<file path="config.mk">
export PLATFORM = sky130hd
export DESIGN_NAME = soc_ar_arbiter_flat
export DESIGN_NICKNAME = d
export VERILOG_FILES = /design/src/rtl/soc_ar_arbiter_if.sv /design/src/rtl/soc_ar_arbiter.sv /design/src/flat_wrapper.sv
export SDC_FILE = /design/constraint.sdc
export NUM_CORES = 1
export LEC_CHECK = 0
export CORE_AREA = 2 2 103 105
export CTS_CLUSTER_DIAMETER = 80
export CTS_CLUSTER_SIZE = 24
export DETAILED_ROUTE_END_ITERATION = 16
export DIE_AREA = 0 0 105 107
export DONT_BUFFER_PORTS = 1
export GPL_TIMING_DRIVEN = 0
export PLACE_DENSITY = 0.72
export REMOVE_ABC_BUFFERS = 1
export SLEW_MARGIN = 10
export SYNTH_ARGS = -nofsm -noshare
export SYNTH_HDL_FRONTEND = slang
export SYNTH_HIERARCHICAL = 1
export SYNTH_SLANG_ARGS = --single-unit
</file>
<file path="constraint.sdc">
create_clock -name clk_i -period 4.15 [get_ports clk_i]
set_input_delay 0.83 -clock clk_i [delete_from_list [all_inputs] [get_ports clk_i]]
set_output_delay 0.83 -clock clk_i [all_outputs]
set_load 0.02 [all_outputs]
</file>
<file path="src/rtl/soc_ar_arbiter_if.sv">
// AR-channel bundle around soc_ar_arbiter: upstream per-master AR, downstream AR and the R monitor.
// The arbiter takes the slave view; drivers and models take the master view.
interface soc_ar_arbiter_if #(
   parameter int unsigned NrMasters = 2,
   parameter int unsigned IdWidth   = 4,
   parameter int unsigned AddrWidth = 64
);
   localparam int unsigned MIdWidth = IdWidth + $clog2(NrMasters);

   logic [NrMasters-1:0]                s_ar_valid_i;
   logic [NrMasters-1:0]                s_ar_ready_o;
   logic [NrMasters-1:0][AddrWidth-1:0] s_ar_addr_i;
   logic [NrMasters-1:0][IdWidth-1:0]   s_ar_id_i;
   logic [NrMasters-1:0][7:0]           s_ar_len_i;

   logic                 m_ar_valid_o;
   logic                 m_ar_ready_i;
   logic [AddrWidth-1:0] m_ar_addr_o;
   logic [MIdWidth-1:0]  m_ar_id_o;
   logic [7:0]           m_ar_len_o;
   logic [3:0]           m_ar_slave_o;
   logic                 m_ar_decerr_o;

   logic                 r_valid_i;
   logic                 r_ready_i;
   logic                 r_last_i;
   logic [MIdWidth-1:0]  r_id_i;

   modport slave (
      input  s_ar_valid_i, s_ar_addr_i, s_ar_id_i, s_ar_len_i, m_ar_ready_i,
             r_valid_i, r_ready_i, r_last_i, r_id_i,
      output s_ar_ready_o, m_ar_valid_o, m_ar_addr_o, m_ar_id_o, m_ar_len_o,
             m_ar_slave_o, m_ar_decerr_o
   );

   modport master (
      output s_ar_valid_i, s_ar_addr_i, s_ar_id_i, s_ar_len_i, m_ar_ready_i,
             r_valid_i, r_ready_i, r_last_i, r_id_i,
      input  s_ar_ready_o, m_ar_valid_o, m_ar_addr_o, m_ar_id_o, m_ar_len_o,
             m_ar_slave_o, m_ar_decerr_o
   );
endinterface

</file>
<file path="src/rtl/soc_ar_arbiter.sv">
// Round-robin AR arbiter with SoC address decode and per-master outstanding-read limiting.
// One AR is forwarded every two cycles (IDLE grant, HOLD until downstream ready).
module soc_ar_arbiter_cnt #(
   parameter int unsigned MaxOutstanding = 8
) (
   input  logic       clk_i,
   input  logic       rst_i,
   input  logic       inc_i,
   input  logic       dec_i,
   output logic [7:0] cnt_o,
   output logic       avail_o
);
   logic [7:0] cnt_q, cnt_d;
   logic       dec_eff;

   // A completion with nothing in flight is dropped before netting against an issue.
   assign dec_eff = dec_i && (cnt_q != 8'd0);

   always_comb begin
      cnt_d = cnt_q;
      if (inc_i && !dec_eff)      cnt_d = cnt_q + 8'd1;
      else if (dec_eff && !inc_i) cnt_d = cnt_q - 8'd1;
   end

   always_ff @(posedge clk_i) begin
      if (rst_i) cnt_q <= 8'd0;
      else       cnt_q <= cnt_d;
   end

   assign cnt_o   = cnt_q;
   assign avail_o = cnt_q < 8'(MaxOutstanding);
endmodule

module soc_ar_arbiter #(
   parameter int unsigned NrMasters      = 2,
   parameter int unsigned IdWidth        = 4,
   parameter int unsigned AddrWidth      = 64,
   parameter int unsigned MaxOutstanding = 8
) (
   input  logic                      clk_i,
   input  logic                      rst_i,
   soc_ar_arbiter_if.slave           bus,
   output logic [NrMasters-1:0][7:0] outstanding_o
);
   localparam int unsigned MW       = $clog2(NrMasters);
   localparam int unsigned MIdWidth = IdWidth + MW;

   localparam logic [0:0] IDLE = 1'b0;
   localparam logic [0:0] HOLD = 1'b1;

   function automatic logic in_rng(logic [64:0] a, logic [64:0] base, logic [64:0] len);
      return (a >= base) && (a < base + len);
   endfunction

   // Returns {decerr, slave}; regions are disjoint so check order does not matter.
   function automatic logic [4:0] decode(logic [AddrWidth-1:0] addr);
      logic [64:0] a;
      a = 65'(addr);
      if      (in_rng(a, 65'h8000_0000, 65'h4000_0000)) return 5'd0;
      else if (in_rng(a, 65'h4000_0000, 65'h1000))      return 5'd1;
      else if (in_rng(a, 65'h3000_0000, 65'h1_0000))    return 5'd2;
      else if (in_rng(a, 65'h2000_0000, 65'h80_0000))   return 5'd3;
      else if (in_rng(a, 65'h1000_0000, 65'h1000))      return 5'd4;
      else if (in_rng(a, 65'h0C00_0000, 65'h3FF_FFFF))  return 5'd5;
      else if (in_rng(a, 65'h0200_0000, 65'hC_0000))    return 5'd6;
      else if (in_rng(a, 65'h0001_0000, 65'h1_0000))    return 5'd7;
      else if (in_rng(a, 65'h0,         65'h1000))      return 5'd8;
      else                                              return 5'b1_0000;
   endfunction

   logic [0:0]           state_q, state_d;
   logic [MW-1:0]        rr_ptr_q, rr_ptr_d;
   logic [AddrWidth-1:0] addr_q;
   logic [MIdWidth-1:0]  id_q;
   logic [7:0]           len_q;
   logic [3:0]           slave_q;
   logic                 decerr_q;

   logic [NrMasters-1:0] avail, elig, ready;
   logic [MW-1:0]        gnt_idx, cand;
   logic                 gnt_found, load;
   logic [4:0]           dec_res;
   logic                 r_fire;

   assign elig   = bus.s_ar_valid_i & avail;
   assign r_fire = bus.r_valid_i & bus.r_ready_i & bus.r_last_i;

   always_comb begin
      gnt_found = 1'b0;
      gnt_idx   = '0;
      cand      = '0;
      for (int i = 0; i < int'(NrMasters); i++) begin
         cand = rr_ptr_q + MW'(i);
         if (!gnt_found && elig[cand]) begin
            gnt_found = 1'b1;
            gnt_idx   = cand;
         end
      end
   end

   always_comb begin
      state_d  = state_q;
      rr_ptr_d = rr_ptr_q;
      ready    = '0;
      load     = 1'b0;
      if (state_q == IDLE) begin
         if (gnt_found && !rst_i) begin
            ready[gnt_idx] = 1'b1;
            load           = 1'b1;
            rr_ptr_d       = gnt_idx + 1'b1;
            state_d        = HOLD;
         end
      end else if (bus.m_ar_ready_i) begin
         state_d = IDLE;
      end
   end

   assign dec_res = decode(bus.s_ar_addr_i[gnt_idx]);

   always_ff @(posedge clk_i) begin
      if (rst_i) begin
         state_q  <= IDLE;
         rr_ptr_q <= '0;
         addr_q   <= '0;
         id_q     <= '0;
         len_q    <= '0;
         slave_q  <= '0;
         decerr_q <= 1'b0;
      end else begin
         state_q  <= state_d;
         rr_ptr_q <= rr_ptr_d;
         if (load) begin
            addr_q   <= bus.s_ar_addr_i[gnt_idx];
            id_q     <= {gnt_idx, bus.s_ar_id_i[gnt_idx]};
            len_q    <= bus.s_ar_len_i[gnt_idx];
            slave_q  <= dec_res[3:0];
            decerr_q <= dec_res[4];
         end
      end
   end

   for (genvar j = 0; j < NrMasters; j++) begin : g_cnt
      soc_ar_arbiter_cnt #(.MaxOutstanding(MaxOutstanding)) u_cnt (
         .clk_i   (clk_i),
         .rst_i   (rst_i),
         .inc_i   (load && (gnt_idx == MW'(j))),
         .dec_i   (r_fire && ((bus.r_id_i >> IdWidth) == MIdWidth'(j))),
         .cnt_o   (outstanding_o[j]),
         .avail_o (avail[j])
      );
   end

   assign bus.s_ar_ready_o  = ready;
   assign bus.m_ar_valid_o  = (state_q == HOLD);
   assign bus.m_ar_addr_o   = addr_q;
   assign bus.m_ar_id_o     = id_q;
   assign bus.m_ar_len_o    = len_q;
   assign bus.m_ar_slave_o  = slave_q;
   assign bus.m_ar_decerr_o = decerr_q;
endmodule
</file>
<file path="src/flat_wrapper.sv">
// flat-port wrapper written by rule: the top's interface ports become plain ports
module soc_ar_arbiter_flat 
#(
   parameter int unsigned NrMasters      = 2,
   parameter int unsigned IdWidth        = 4,
   parameter int unsigned AddrWidth      = 64,
   parameter int unsigned MaxOutstanding = 8
)
  (clk_i, rst_i, outstanding_o, bus_s_ar_valid_i, bus_s_ar_addr_i, bus_s_ar_id_i, bus_s_ar_len_i, bus_m_ar_ready_i, bus_r_valid_i, bus_r_ready_i, bus_r_last_i, bus_r_id_i, bus_s_ar_ready_o, bus_m_ar_valid_o, bus_m_ar_addr_o, bus_m_ar_id_o, bus_m_ar_len_o, bus_m_ar_slave_o, bus_m_ar_decerr_o);
  soc_ar_arbiter_if #(.NrMasters(NrMasters), .IdWidth(IdWidth), .AddrWidth(AddrWidth)) bus_i ();
  input  logic clk_i;
  input  logic rst_i;
  output logic [NrMasters-1:0][7:0] outstanding_o;
  input wire logic [$bits(bus_i.s_ar_valid_i)-1:0] bus_s_ar_valid_i;
  input wire logic [$bits(bus_i.s_ar_addr_i)-1:0] bus_s_ar_addr_i;
  input wire logic [$bits(bus_i.s_ar_id_i)-1:0] bus_s_ar_id_i;
  input wire logic [$bits(bus_i.s_ar_len_i)-1:0] bus_s_ar_len_i;
  input wire logic [$bits(bus_i.m_ar_ready_i)-1:0] bus_m_ar_ready_i;
  input wire logic [$bits(bus_i.r_valid_i)-1:0] bus_r_valid_i;
  input wire logic [$bits(bus_i.r_ready_i)-1:0] bus_r_ready_i;
  input wire logic [$bits(bus_i.r_last_i)-1:0] bus_r_last_i;
  input wire logic [$bits(bus_i.r_id_i)-1:0] bus_r_id_i;
  output wire logic [$bits(bus_i.s_ar_ready_o)-1:0] bus_s_ar_ready_o;
  output wire logic [$bits(bus_i.m_ar_valid_o)-1:0] bus_m_ar_valid_o;
  output wire logic [$bits(bus_i.m_ar_addr_o)-1:0] bus_m_ar_addr_o;
  output wire logic [$bits(bus_i.m_ar_id_o)-1:0] bus_m_ar_id_o;
  output wire logic [$bits(bus_i.m_ar_len_o)-1:0] bus_m_ar_len_o;
  output wire logic [$bits(bus_i.m_ar_slave_o)-1:0] bus_m_ar_slave_o;
  output wire logic [$bits(bus_i.m_ar_decerr_o)-1:0] bus_m_ar_decerr_o;
  assign bus_i.s_ar_valid_i = bus_s_ar_valid_i;
  assign bus_i.s_ar_addr_i = bus_s_ar_addr_i;
  assign bus_i.s_ar_id_i = bus_s_ar_id_i;
  assign bus_i.s_ar_len_i = bus_s_ar_len_i;
  assign bus_i.m_ar_ready_i = bus_m_ar_ready_i;
  assign bus_i.r_valid_i = bus_r_valid_i;
  assign bus_i.r_ready_i = bus_r_ready_i;
  assign bus_i.r_last_i = bus_r_last_i;
  assign bus_i.r_id_i = bus_r_id_i;
  assign bus_s_ar_ready_o = bus_i.s_ar_ready_o;
  assign bus_m_ar_valid_o = bus_i.m_ar_valid_o;
  assign bus_m_ar_addr_o = bus_i.m_ar_addr_o;
  assign bus_m_ar_id_o = bus_i.m_ar_id_o;
  assign bus_m_ar_len_o = bus_i.m_ar_len_o;
  assign bus_m_ar_slave_o = bus_i.m_ar_slave_o;
  assign bus_m_ar_decerr_o = bus_i.m_ar_decerr_o;
  soc_ar_arbiter #(.NrMasters(NrMasters), .IdWidth(IdWidth), .AddrWidth(AddrWidth), .MaxOutstanding(MaxOutstanding)) u_core (.clk_i(clk_i), .rst_i(rst_i), .bus(bus_i), .outstanding_o(outstanding_o));
endmodule
</file>
# == Word-level counts from Yosys, hierarchy flattened ==
# Index checks and enable logic that the tools add are counted.
# Widths: inputs -> output; s select.
# word_totals
ff_bits,100
inputBits,165
wordCells,111
# classes
order_cmp,23
n_reduce_logical,33
n_addsub,6
bitwise_logic,5
n_mux,35
# ops
operator,n
$ge 64x30->1 const B,2
$lt 64x30->1 const B,2
$mux 64,2
$ge 64x17->1 const B,1
$ge 64x26->1 const B,1
$ge 64x28->1 const B,1
$ge 64x29->1 const B,1
$ge 64x31->1 const B,1
$ge 64x32->1 const B,1
$lt 64x13->1 const B,1
$lt 64x18->1 const B,1
$lt 64x26->1 const B,1
$lt 64x28->1 const B,1
$lt 64x29->1 const B,1
$lt 64x31->1 const B,1
$lt 64x32->1 const B,1
$mux 8,6
$mux 5,9
$logic_and 1x1->1,21
$add 8x1->8 const B,2
$lt 8x4->1 const B,2
$reduce_bool 8->1,2
$sub 8x1->8 const B,2
$mux 1,13
13 further kinds,26

# == Logic depth before layout (Yosys ltp) ==
# Gate-level depths: netlist (run 1).
# depth
ltp_word,20
depth_mapped,16
depth_no_buf,13

# == Modules after synthesis ==
# The synthesis (run 1) kept the hierarchy.
# by_module_without_submodules
module,instances,area_each_um2,cells_each,seq_area_each_um2
soc_ar_arbiter,1,4389.2,583,1681.6
soc_ar_arbiter_cnt,2,645.6,75,160.2

# == Least setup slack after synthesis (run 1) ==
# No wires, ideal clock.
# synth_path
path_kind,reg2reg
startpoint,register u_core.g_cnt[0].u_cnt.cnt_q[6]
endpoint,register u_core.g_cnt[0].u_cnt.cnt_q[7]
setup_ns,0.121
stages_incl_launch_ff,17
path_slack_ns,0.377
t_arrival_ns,3.652
synth_period_minus_slack_ns,3.773
cell_sequence,dfxtp_1 > or4_1 > nor2_1 > and3b_1 > buf_2 > nor2_2 > buf_4 > buf_2 > nor3_1 > ha_1 > inv_1 > ha_1 > a211oi_2 > nor3_2 > nor3_1 > a211o_1 > mux2_4
# synth_via
elab_chain_cells,15
# synth_lines
element,line,rtl
"start, declared",soc_ar_arbiter.sv:13,"logic [7:0] cnt_q, cnt_d;"
"start signal, assigned",soc_ar_arbiter.sv:27,else cnt_q <= cnt_d;
$lt 8x4->1 *,soc_ar_arbiter.sv:31,assign avail_o = cnt_q < 8'(MaxOutstanding);
named net u_core.avail[0],soc_ar_arbiter.sv:79,"logic [NrMasters-1:0] avail, elig, ready;"
$and 2x2->2 *,soc_ar_arbiter.sv:85,assign elig = bus.s_ar_valid_i & avail;
$mux 1 (not written as such) (2 in series),soc_ar_arbiter.sv:94,if (!gnt_found && elig[cand]) begin
$mux 1,soc_ar_arbiter.sv:94,
$logic_not 1->1,soc_ar_arbiter.sv:94,
$logic_and 1x1->1,soc_ar_arbiter.sv:94,
$mux 1,soc_ar_arbiter.sv:94,
$logic_and 1x1->1,soc_ar_arbiter.sv:107,if (gnt_found && !rst_i) begin
$mux 1,soc_ar_arbiter.sv:107,
$mux 1,soc_ar_arbiter.sv:106,if (state_q == IDLE) begin
$logic_and 1x1->1 *,soc_ar_arbiter.sv:146,".inc_i (load && (gnt_idx == MW'(j))),"
$logic_not 1->1,soc_ar_arbiter.sv:22,else if (dec_eff && !inc_i) cnt_d = cnt_q - 8'd1;
$logic_and 1x1->1,soc_ar_arbiter.sv:22,
$reduce_bool 2->1 (no source line),--,
# The timed path passes the listed nets; every way through them passes the cells marked *. The select of a mux whose other input is x is not followed.
# A chain may end at the register's enable or synchronous reset.

# == Worst setup path after layout (run 1) ==
# Same ends and word-level chain as after synthesis.

==> impl_results.md, run 1 <==
- Post-Syn Instances: 733
- Fin. Hold Viols: 0
- Hold Path Depth: 2
- Yosys top cell by area: dfxtp_1
- CTS tree: done
- Detailed Route Iter0 Violations: 730
- Bufs on Longest Clock Path: 2
- Worst-Margin Slew: 1.00 ns
- Total track usage: 30.2%
- Total CTS buffers: 9
- Arrival time at the worst endpoint: 4.14 ns
- Vias in the first global route: 5,199
- Fill cells: 929
- Status: finished clean
- Setup TNS: 0 ns
- DRC: 0
- CP top delay family: simple AND/OR/NAND/NOR gates
- IO Count: 266
- Worst slew margin: 33.1%
- Internal: 0.00292 W
- Final net count: 879
- P&R area growth vs syn: 5.55%
- Avg WL per Cell: 21.3 µm
- DRT Pass-1 Iters: 6
- Drt via density: 6.64
- Register area share after synthesis: 35.2%
- Net Sw Frac: 51.8%
- Synth Cell Area: 5680 µm²
- Distinct cell type count after synthesis: 73
- Initial antenna violation count: 0
- Worst-path maximum fanout: 7
- Fraction of layout cells with a size suffix above 1: 8.26%
- Antenna viol nets, final: 0
- Synthesized flop and latch total: 100
- Clock network fraction of design power: 9.5%
- Critical Path Stages: 13
- Die area: 11,200 µm²
- Slowest CP cell: or4_1
- # rows: 37
- Syn Area/Cell: 7.75 µm²
- Final HPWL DP: 13,100 µm
- Top-area cell type share of the netlist area: 35.2%
- Crit-path max cell delay: 0.59 ns
- Min Clock Period, post-route: 3.89 ns
- Clock Skew: 0.0154 ns
- Static Leak: 2.17 nW
- Period utilisation layout: 93.8%
- Count of final setup violators: 0
- Later-pin clock latency in the skew report: 0.37 ns
- Setup CP Type: reg2reg
- Total Power: 0.00606 W
- Core area: 10,100 µm²
- Clock sink total: 100
- Total area of sequential cells: 2000 µm²
- Final GP Congestion: 0.957
- First-pass GRT wire length: 27,300 µm
- CP startpoint kind: flop
- Die width: 105 µm
- Cell Pwr Density: 1010 nW/µm²
- Main area contributors after synthesis: dfxtp_1 35%, nand2_1 12%, a311oi_1 12%, nor2_1 7.1%, ha_1 3.1%
- PortBufs: 0
- Max-Cap Viols: 0
- Critical path required time: 4.40 ns
- Flop pwr share: 33.5%
- Asr flop ratio synth: 0%
- Peak supply drop: 660 µV
- Synth warnings: 6
- Ant diodes: 0
- RSZ-0062 raised after global routing: no
- Critical path endpoint category: flop
- Starting density of the core: 56.3%
- Final hold slack: 0.512 ns
- Largest net degree at the start of global routing: 116
- Clock root cell: clkbuf_8
- H-tree depth: 3
- Total grt overflow: 0
- Net Switching: 0.00314 W
- Fmax: 257 MHz
- Top FF cell, synth: dfxtp_1
- Critical path, cell by cell: or4_1, nor2_1, and3b_2, nor2_4, nor3_1, ha_1, inv_1, ha_1, a211oi_2, nor3_2, nor3_1, a211o_1, mux2_4
- Buf/Inv on CP: 1
- Routed WL: 17,800 µm
- Area of the multi-input gates: 3460 µm²
- R2R cell count: 13
- Clock Pin Slew Worst Setup and Hold Paths: 0.09 ns
- Slew Viols, Final: 0
- Gate power share: 57.0%
- EDFF count, synth: 0
- Via count: 5,565
- Worst hold path class: reg2reg
- Die height: 107 µm
cell families after synthesis:
kind of cell,after synthesis,synth area share [%]
AND/OR/NAND/NOR,402,33.1
flip-flops,100,35.2
AO/OA/AOI/OAI,141,20.7
adder cells (fa/ha/maj),16,3.79
multiplexers,10,1.94
XOR/XNOR,6,0.925
buffers and inverters,58,4.32
registers in the layout, summed over array words and instances, names as in the netlist:
| register | flops |
|---|---|
| u_core/bus.m_ar_addr_o | 64 |
| u_core/g_cnt.u_cnt/cnt_o | 16 |
| u_core/bus.m_ar_len_o | 8 |
| u_core/bus.m_ar_id_o | 5 |
| u_core/bus.m_ar_slave_o | 4 |
| u_core/bus.m_ar_decerr_o | 1 |
| u_core/bus.m_ar_valid_o | 1 |
| u_core/rr_ptr_q | 1 |
worst reg2reg max path, delay by kind of cell (launching register included):
kind	cells	cell delay, ns
and+or+nand+nor	7	1.83
DFF	1	0.41
AOI/OAI and AO/OA	2	0.48
muxes	1	0.30
buffers and inverters	1	0.18
adders and majority gates	2	0.60
layer usage:
| metal | global-route usage (%) | vias to the layer above | share of wire, % |
|---|---|---|---|
| met2 | 50.1 | 321 | 49 |
| met5 | 0 | - | 0 |
| met1 | 36.1 | 2579 | 38 |
| met4 | 10.0 | 0 | 1.9 |
| met3 | 11.2 | 32 | 12 |
| li1 | - | 2633 | - |
area by class of cell:
class / count / share of cell area, %
multi-input combinational: 575 / 57.7
clock buffer: 10 / 2.30
clock inverter: 5 / 0.584
tap: 136 / 2.84
inverter: 5 / 0.313
timing repair buffer: 7 / 2.84
sequential: 100 / 33.4
cell usage in the layout (no fill, tap or decap), types with 4 or more instances in the layout:
cell type	count
ha_1	14
nand4_1	11
nor3_2	5
or3_1	5
dfxtp_1	100
nor4_1	25
buf_16	4
clkbuf_8	10
nor2_1	107
a211oi_1	4
o21ai_0	4
or4_1	4
a211oi_2	4
nand2_1	176
nor3_1	22
xnor2_1	4
mux2i_1	8
nand3_1	13
a311oi_1	75
a21oi_1	13
inv_1	5
cells in the mapped netlist (all sizes together), types with 3 or more instances:
| cell | instances |
|---|---|
| o21ai | 7 |
| a21oi | 16 |
| or3 | 7 |
| nor3 | 27 |
| inv | 5 |
| a211oi | 8 |
| xnor2 | 4 |
| o31ai | 3 |
| nor4 | 29 |
| nor2b | 3 |
| nand4 | 11 |
| o22ai | 3 |
| nor4b | 3 |
| or4 | 4 |
| nand2 | 178 |
| ha | 14 |
| buf | 27 |
| nand3b | 3 |
| a311oi | 75 |
| clkbuf | 26 |
| a21o | 5 |
| nor2 | 109 |
| mux2i | 8 |
| dfxtp | 100 |
| nand3 | 13 |
timing repair:
action	4_1_cts	5_1_grt
hold buffers	0	0
setup endpoints to repair	0	5
resized for setup	0	3
buffers inserted	0	0
hold endpoints to repair	0	0
per-stage QoR:
stage / setup slack [ns] / area [µm²] / cells / util, %
floorplan: -3.70 / 5450 / 680 / -
global placement: -6.15 / 5620 / 816 / 55.7
detailed placement: 0.226 / 5820 / 823 / 57.6
CTS: 0.221 / 5990 / 838 / 59.4
global route: 0.00572 / 6000 / 838 / 59.4
finish: 0.256 / 6000 / 838 / 59.4
final timing paths:
| path | from | end | slack (ns) |
|---|---|---|---|
| min reg2reg | u_core/rr_ptr_q | u_core/rr_ptr_q | 0.51 |
| min | u_core/rr_ptr_q | u_core/rr_ptr_q | 0.51 |
| max | u_core/g_cnt[0].u_cnt/cnt_o[6] | u_core/g_cnt[0].u_cnt/cnt_o[7] | 0.26 |
| max reg2reg | u_core/g_cnt[0].u_cnt/cnt_o[6] | u_core/g_cnt[0].u_cnt/cnt_o[7] | 0.26 |
power by group through the flow:
stage | clock (W) | combinational [W] | sequential, W
finish | 0.000575 | 0.00345 | 0.00203
CTS | 0.000593 | 0.00339 | 0.00203
global placement | 0 | 0.00253 | 0.00202
global route | 0.000630 | 0.00383 | 0.00207
floorplan | 0 | 0.00231 | 0.00208
detailed placement | 0 | 0.00338 | 0.00206
No activity file was read; power rests on OpenSTA's default activity.
==> run 2: changes to the inputs <==
--- a/config.mk
+++ b/config.mk
@@ -6,7 +6,7 @@
 export NUM_CORES = 1
 export LEC_CHECK = 0
 export CORE_AREA = 2 2 103 105
-export CTS_CLUSTER_DIAMETER = 80
+export CTS_CLUSTER_DIAMETER = 60
 export CTS_CLUSTER_SIZE = 24
 export DETAILED_ROUTE_END_ITERATION = 16
 export DIE_AREA = 0 0 105 107
==> results of run 2 <==
Final layout, timing and power as in run 1 (identical DEF).
